[src/rtl/scan_chain_ctrl.sv]
// Scan test controller: shifts a pattern into a serial scan chain, pulses one
// capture cycle, unloads the response and compares it against a golden vector.
module scan_chain_ctrl #(
    parameter int   CHAIN_LEN = 8,
    parameter logic FILL_BIT  = 1'b0
) (
    input  logic                 clk,
    input  logic                 rst,
    input  logic                 start,
    input  logic [CHAIN_LEN-1:0] pattern,
    input  logic [CHAIN_LEN-1:0] expected,
    input  logic                 chain_scan_out,
    output logic                 chain_scan_enable,
    output logic                 chain_scan_in,
    output logic                 busy,
    output logic                 done,
    output logic                 pass,
    output logic [CHAIN_LEN-1:0] response
);

    localparam int CW = (CHAIN_LEN > 1) ? $clog2(CHAIN_LEN) : 1;
    localparam logic [CW-1:0] LAST_IDX = CW'(CHAIN_LEN - 1);

    typedef enum logic [2:0] {
        S_IDLE    = 3'd0,
        S_LOAD    = 3'd1,
        S_CAPTURE = 3'd2,
        S_UNLOAD  = 3'd3,
        S_DONE    = 3'd4
    } state_t;

    state_t                 state_q;
    logic [CW-1:0]          cnt_q;
    logic [CW-1:0]          cnt_nxt;
    logic [CHAIN_LEN-1:0]   pattern_q;
    logic [CHAIN_LEN-1:0]   expected_q;
    logic [CHAIN_LEN-1:0]   response_q;
    logic [CHAIN_LEN-1:0]   response_d;
    logic                   scan_en_q;
    logic                   scan_in_q;
    logic                   busy_q;
    logic                   done_q;
    logic                   pass_q;

    assign cnt_nxt = cnt_q + CW'(1);

    // Response including the bit arriving this cycle, so the last UNLOAD edge
    // can register pass from the complete vector.
    always_comb begin
        response_d = response_q;
        response_d[cnt_q] = chain_scan_out;
    end

    always_ff @(posedge clk or posedge rst) begin
        if (rst) begin
            state_q    <= S_IDLE;
            cnt_q      <= '0;
            pattern_q  <= '0;
            expected_q <= '0;
            response_q <= '0;
            scan_en_q  <= 1'b0;
            scan_in_q  <= 1'b0;
            busy_q     <= 1'b0;
            done_q     <= 1'b0;
            pass_q     <= 1'b0;
        end else begin
            case (state_q)
                S_IDLE: begin
                    done_q    <= 1'b0;
                    scan_en_q <= 1'b0;
                    scan_in_q <= 1'b0;
                    if (start) begin
                        pattern_q  <= pattern;
                        expected_q <= expected;
                        response_q <= '0;
                        cnt_q      <= '0;
                        busy_q     <= 1'b1;
                        scan_en_q  <= 1'b1;
                        // Bit 0 goes out in the first LOAD cycle, before pattern_q is visible.
                        scan_in_q  <= pattern[0];
                        state_q    <= S_LOAD;
                    end
                end
                S_LOAD: begin
                    if (cnt_q == LAST_IDX) begin
                        cnt_q     <= '0;
                        scan_en_q <= 1'b0;
                        scan_in_q <= FILL_BIT;
                        state_q   <= S_CAPTURE;
                    end else begin
                        cnt_q     <= cnt_nxt;
                        scan_en_q <= 1'b1;
                        scan_in_q <= pattern_q[cnt_nxt];
                    end
                end
                S_CAPTURE: begin
                    cnt_q     <= '0;
                    scan_en_q <= 1'b1;
                    scan_in_q <= FILL_BIT;
                    state_q   <= S_UNLOAD;
                end
                S_UNLOAD: begin
                    response_q <= response_d;
                    if (cnt_q == LAST_IDX) begin
                        cnt_q     <= '0;
                        scan_en_q <= 1'b0;
                        scan_in_q <= 1'b0;
                        done_q    <= 1'b1;
                        pass_q    <= (response_d == expected_q);
                        state_q   <= S_DONE;
                    end else begin
                        cnt_q     <= cnt_nxt;
                        scan_in_q <= FILL_BIT;
                    end
                end
                S_DONE: begin
                    done_q    <= 1'b0;
                    busy_q    <= 1'b0;
                    scan_en_q <= 1'b0;
                    scan_in_q <= 1'b0;
                    state_q   <= S_IDLE;
                end
                default: begin
                    state_q   <= S_IDLE;
                    cnt_q     <= '0;
                    scan_en_q <= 1'b0;
                    scan_in_q <= 1'b0;
                    busy_q    <= 1'b0;
                    done_q    <= 1'b0;
                end
            endcase
        end
    end

    assign chain_scan_enable = scan_en_q;
    assign chain_scan_in     = scan_in_q;
    assign busy              = busy_q;
    assign done              = done_q;
    assign pass              = pass_q;
    assign response          = response_q;

endmodule

[config.mk]
export PLATFORM = sky130hd
export DESIGN_NAME = scan_chain_ctrl
export DESIGN_NICKNAME = d
export VERILOG_FILES = /design/src/rtl/scan_chain_ctrl.sv
export SDC_FILE = /design/constraint.sdc
export NUM_CORES = 1
export LEC_CHECK = 0
export BUFFER_PORTS_ARGS = -buffer_cell sky130_fd_sc_hd__buf_2
export CAP_MARGIN = 5
export CORE_UTILIZATION = 49
export DETAILED_ROUTE_END_ITERATION = 10
export GPL_TIMING_DRIVEN = 1
export PLACE_DENSITY = 0.74
export SYNTH_ARGS = -nofsm -noshare
export SYNTH_HDL_FRONTEND = slang
export SYNTH_SLANG_ARGS = --single-unit
[constraint.sdc]
create_clock -name clk -period 1.7 [get_ports clk]
set_input_delay 0.255 -clock clk [delete_from_list [all_inputs] [get_ports clk]]
set_output_delay 0.255 -clock clk [all_outputs]
set_load 0.02 [all_outputs]
==> flow_summary.yaml <==
clocking:
  cts_root_buffer: "clkbuf_8"
  tritoncts: "yes"
  ctsHoldBuffers: 0
  cts_buffers: 5
  clk_latency_ns: 0.29
  clkTransAtPathRegs_ns: 0.07
  cts_buffer_depth: 2
  htreeDepth: 2
  cts_sinks: 35
global_routing:
  grt_pass1_wl_um: 7120
  grt_max_degree: 36
  track_usage: 0.234
  antenna_found_initial: 0
  grt_pass1_vias: 1504
  grt_overflow_total: 0
logic_synthesis:
  ys_ff_latch: 35
  netlist.top_cell.by_area: "dfrtp_1"
  synth_top_area_frac: 0.478
  synth_fp_nets: 197
  syn_avg_cell_area_um2: 10.5
  synth_warnings: 0
  synthCells: 175
  seq_area_frac_synth: 0.478
  post_synth_main_area_contributors: "dfrtp_1 (48%), mux2_2 (7.4%), o21ai_0 (4.6%)"
  syn_area_um2: 1830
  ys_types: 41
placement:
  portBuffers: 32
  dp_slack_ns: -0.277
  dp_hpwl_um: 3050
  gp_congestion: 0.858
setup_path:
  cp_slowest_cell: "or4_4"
  crit_buf_inv: 1
  required_ns: 1.90
  cp_max_fo: 5
  end_kind: "flip-flop"
  crit_chain: "buf_4, and2b_1, a22oi_2, o32ai_1, or4_4, o31ai_2"
  path_class: "reg -> reg"
  worst_path_largest_cell_delay_ns: 0.49
  cpLargestDelayFamily: "simple AND/OR/NAND/NOR gates"
  cp.arrival_ns: 1.96
  start_kind: "flip-flop"
sta:
  hold_viol: 0
  drv_slew: 0
  clock.fmax_mhz: 568
  finalClockSkew_ns: 0.00751
  fin_crit_sh: 1.04
  fin_ws_ns: -0.0613
  setup_viol: 1
  post-route-min-period_ns: 1.76
  slew_headroom: 0.710
  rsz0062_at_grt: "yes"
  worst_pin_slew_ns: 0.435
routing:
  vias: 1582
  wl_per_cell_um: 14.7
  antenna_left: 0
  drt-initial-drc-count: 119
  drc: 0
  drt_wl_total_um: 4210
  drt_pass1_iterations: 4
  routed_via_density: 5.53
cells_and_area:
  fin_nets: 261
  diodes: 0
  drive_above_1_share: 0.421
  area_delta_synth_final_pct: 31.3
  final_core_utilization: 0.693
pwr:
  p_leak_nw: 1.12
  comb_power_share: 0.550
  pwr_density_cell_nw_per_um2: 1940
  clock_power_share: 0.123
  power.total_mw: 4.65
  ir_worst_vdd_mv: 0.954
  internal-power_mw: 2.84
  switchingPower_mw: 1.81
  swShare: 0.389
  seqPwrFrac: 0.327
floorplan:
  start_util: 0.528
  die_y_um: 63.1
  die_w_um: 63.1
  die-area_um2: 3980
  rows: 21
  fp.coreArea_um2: 3470
  ioPinCount: 33
status:
  violations: "negative setup slack"
  status: "finished, violations left"
run:
  maxCapViolCount: 0
min_path:
  min_path_type: "in -> async"
[per-stage QoR]
step	instances	instance area (µm²)	setup TNS, ns	hold WS [ns]
2_1_floorplan	175	1840	0	0.372
4_1_cts	283	2370	-0.0675	0.0594
3_3_place_gp	269	2200	-0.303	0.365
3_5_place_dp	269	2200	-0.420	0.373
6_report	286	2400	-0.0613	0.0532
5_1_grt	286	2400	-0.203	0.102
[layout by cell type (no fill, tap or decap), types with 2 or more instances in the layout]
cell type / netlist / layout
buf_2: 4 / 33
buf_4: 1 / 33
dfrtp_1: 35 / 32
o21ai_0: 17 / 16
mux2_2: 12 / 12
nand2_1: 12 / 12
inv_1: 10 / 10
nand3_1: 7 / 7
a22o_1: 6 / 6
nor2_1: 6 / 6
xnor2_1: 5 / 5
nor3b_1: 6 / 5
clkbuf_8: 0 / 5
a21oi_1: 4 / 4
a31oi_1: 4 / 4
nor3_1: 3 / 3
nand3b_1: 3 / 3
dfrtp_2: 0 / 3
nor2b_1: 3 / 2
nor3b_2: 2 / 2
a211oi_1: 2 / 2
mux4_2: 2 / 2
mux2i_1: 2 / 2
o32ai_1: 2 / 2
xor2_1: 2 / 2
clkbuf_1: 5 / 2
buf_6: 1 / 2
[what timing repair did]
item | in CTS | in global routing
resized for setup | 13 | 3
pin swaps | 6 | 3
setup buffers | 6 | 3
endpoints found under the setup margin | 2 | 2
[registers in the layout, summed over array words and instances (netlist names)]
signal and count:
pattern_q 8, busy 1, cnt_q 3, expected_q 8
chain_scan_in 1, chain_scan_enable 1, response 8, done 1
state_q 3, pass 1
[Yosys cell counts]
cell type / instances
buf_6: 1
mux2i_1: 2
nand3_1: 7
nand3b_1: 3
nand4_1: 1
nor3_2: 1
nor2b_1: 3
o32ai_1: 2
o2111ai_1: 1
a21oi_1: 4
and2b_1: 1
or3b_1: 1
or3_1: 1
inv_1: 10
and3b_1: 1
a22o_1: 6
or4_1: 1
and3_1: 1
a32o_1: 1
xor2_1: 2
buf_4: 1
nor4_1: 1
clkbuf_1: 5
buf_2: 4
nand2_1: 12
o22ai_1: 1
a211oi_1: 2
nand2b_1: 1
dfrtp_1: 35
nor3_1: 3
nor3b_2: 2
o21ai_0: 17
o31ai_1: 2
a31oi_1: 4
mux2_2: 12
ha_1: 2
mux4_2: 2
nor3b_1: 6
nor2_1: 6
a22oi_1: 2
xnor2_1: 5
[final timing paths]
check | from | slack, ns | end | depth (start not counted)
hold / removal | rst | 0.05 | state_q[0]$_DFFE_PP0P_ | 3
setup reg to reg | cnt_q[0]$_DFFE_PP0P_ | -0.06 | pass$_DFFE_PP0P_ | 6
setup / recovery | cnt_q[0]$_DFFE_PP0P_ | -0.06 | pass$_DFFE_PP0P_ | 6
min in group clk | expected[2] | 0.17 | expected_q[2]$_DFFE_PP0P_ | 3
max in group asynchronous | rst | 1.31 | cnt_q[1]$_DFFE_PP0P_ | 3
hold reg to reg | busy$_DFFE_PP0P_ | 0.50 | busy$_DFFE_PP0P_ | 2
[routing by layer]
metal | global-route usage | share of wire | up-vias
met5 | 0 | 0 | -
li1 | - | - | 763
met3 | 0.0616 | 0.052 | 9
met1 | 0.316 | 0.45 | 764
met4 | 0.0610 | 0.011 | 0
met2 | 0.372 | 0.49 | 46
[worst register-to-register path: stages, from the launching register on]
cell and delay (ns):
dfrtp_2 0.41, buf_4 0.15, and2b_1 0.21, a22oi_2 0.14, o32ai_1 0.09, or4_4 0.49, o31ai_2 0.19
[kinds of logic after synthesis]
logic type | share of synthesized area
xor gates and xnor gates | 0.0335
DFF | 0.478
AOI/OAI and AO/OA | 0.148
adders and majority gates | 0.0137
and+or+nand+nor | 0.165
buffers and inverters | 0.0520
muxes | 0.109
[layout make-up]
type / instances / area, µm²
Clock inverter: 1 / 5.00
Tap cell: 46 / 57.6
Fill cell: 281 / 1060
Clock buffer: 7 / 76.3
Multi-Input combinational cell: 119 / 912
Timing Repair Buffer: 68 / 435
Inverter: 10 / 37.5
Sequential cell: 35 / 880
[power by group through the flow]
stage                     combinational, mW  sequential (mW)  clock (mW)
after CTS                              2.45             1.53       0.588
after global routing                   2.79             1.57       0.631
after floorplan                        1.41             1.59           0
final                                  2.56             1.52       0.572
after global placement                 2.12             1.56           0
after detailed placement               2.16             1.58           0
No activity file was read; power rests on OpenSTA's default activity.
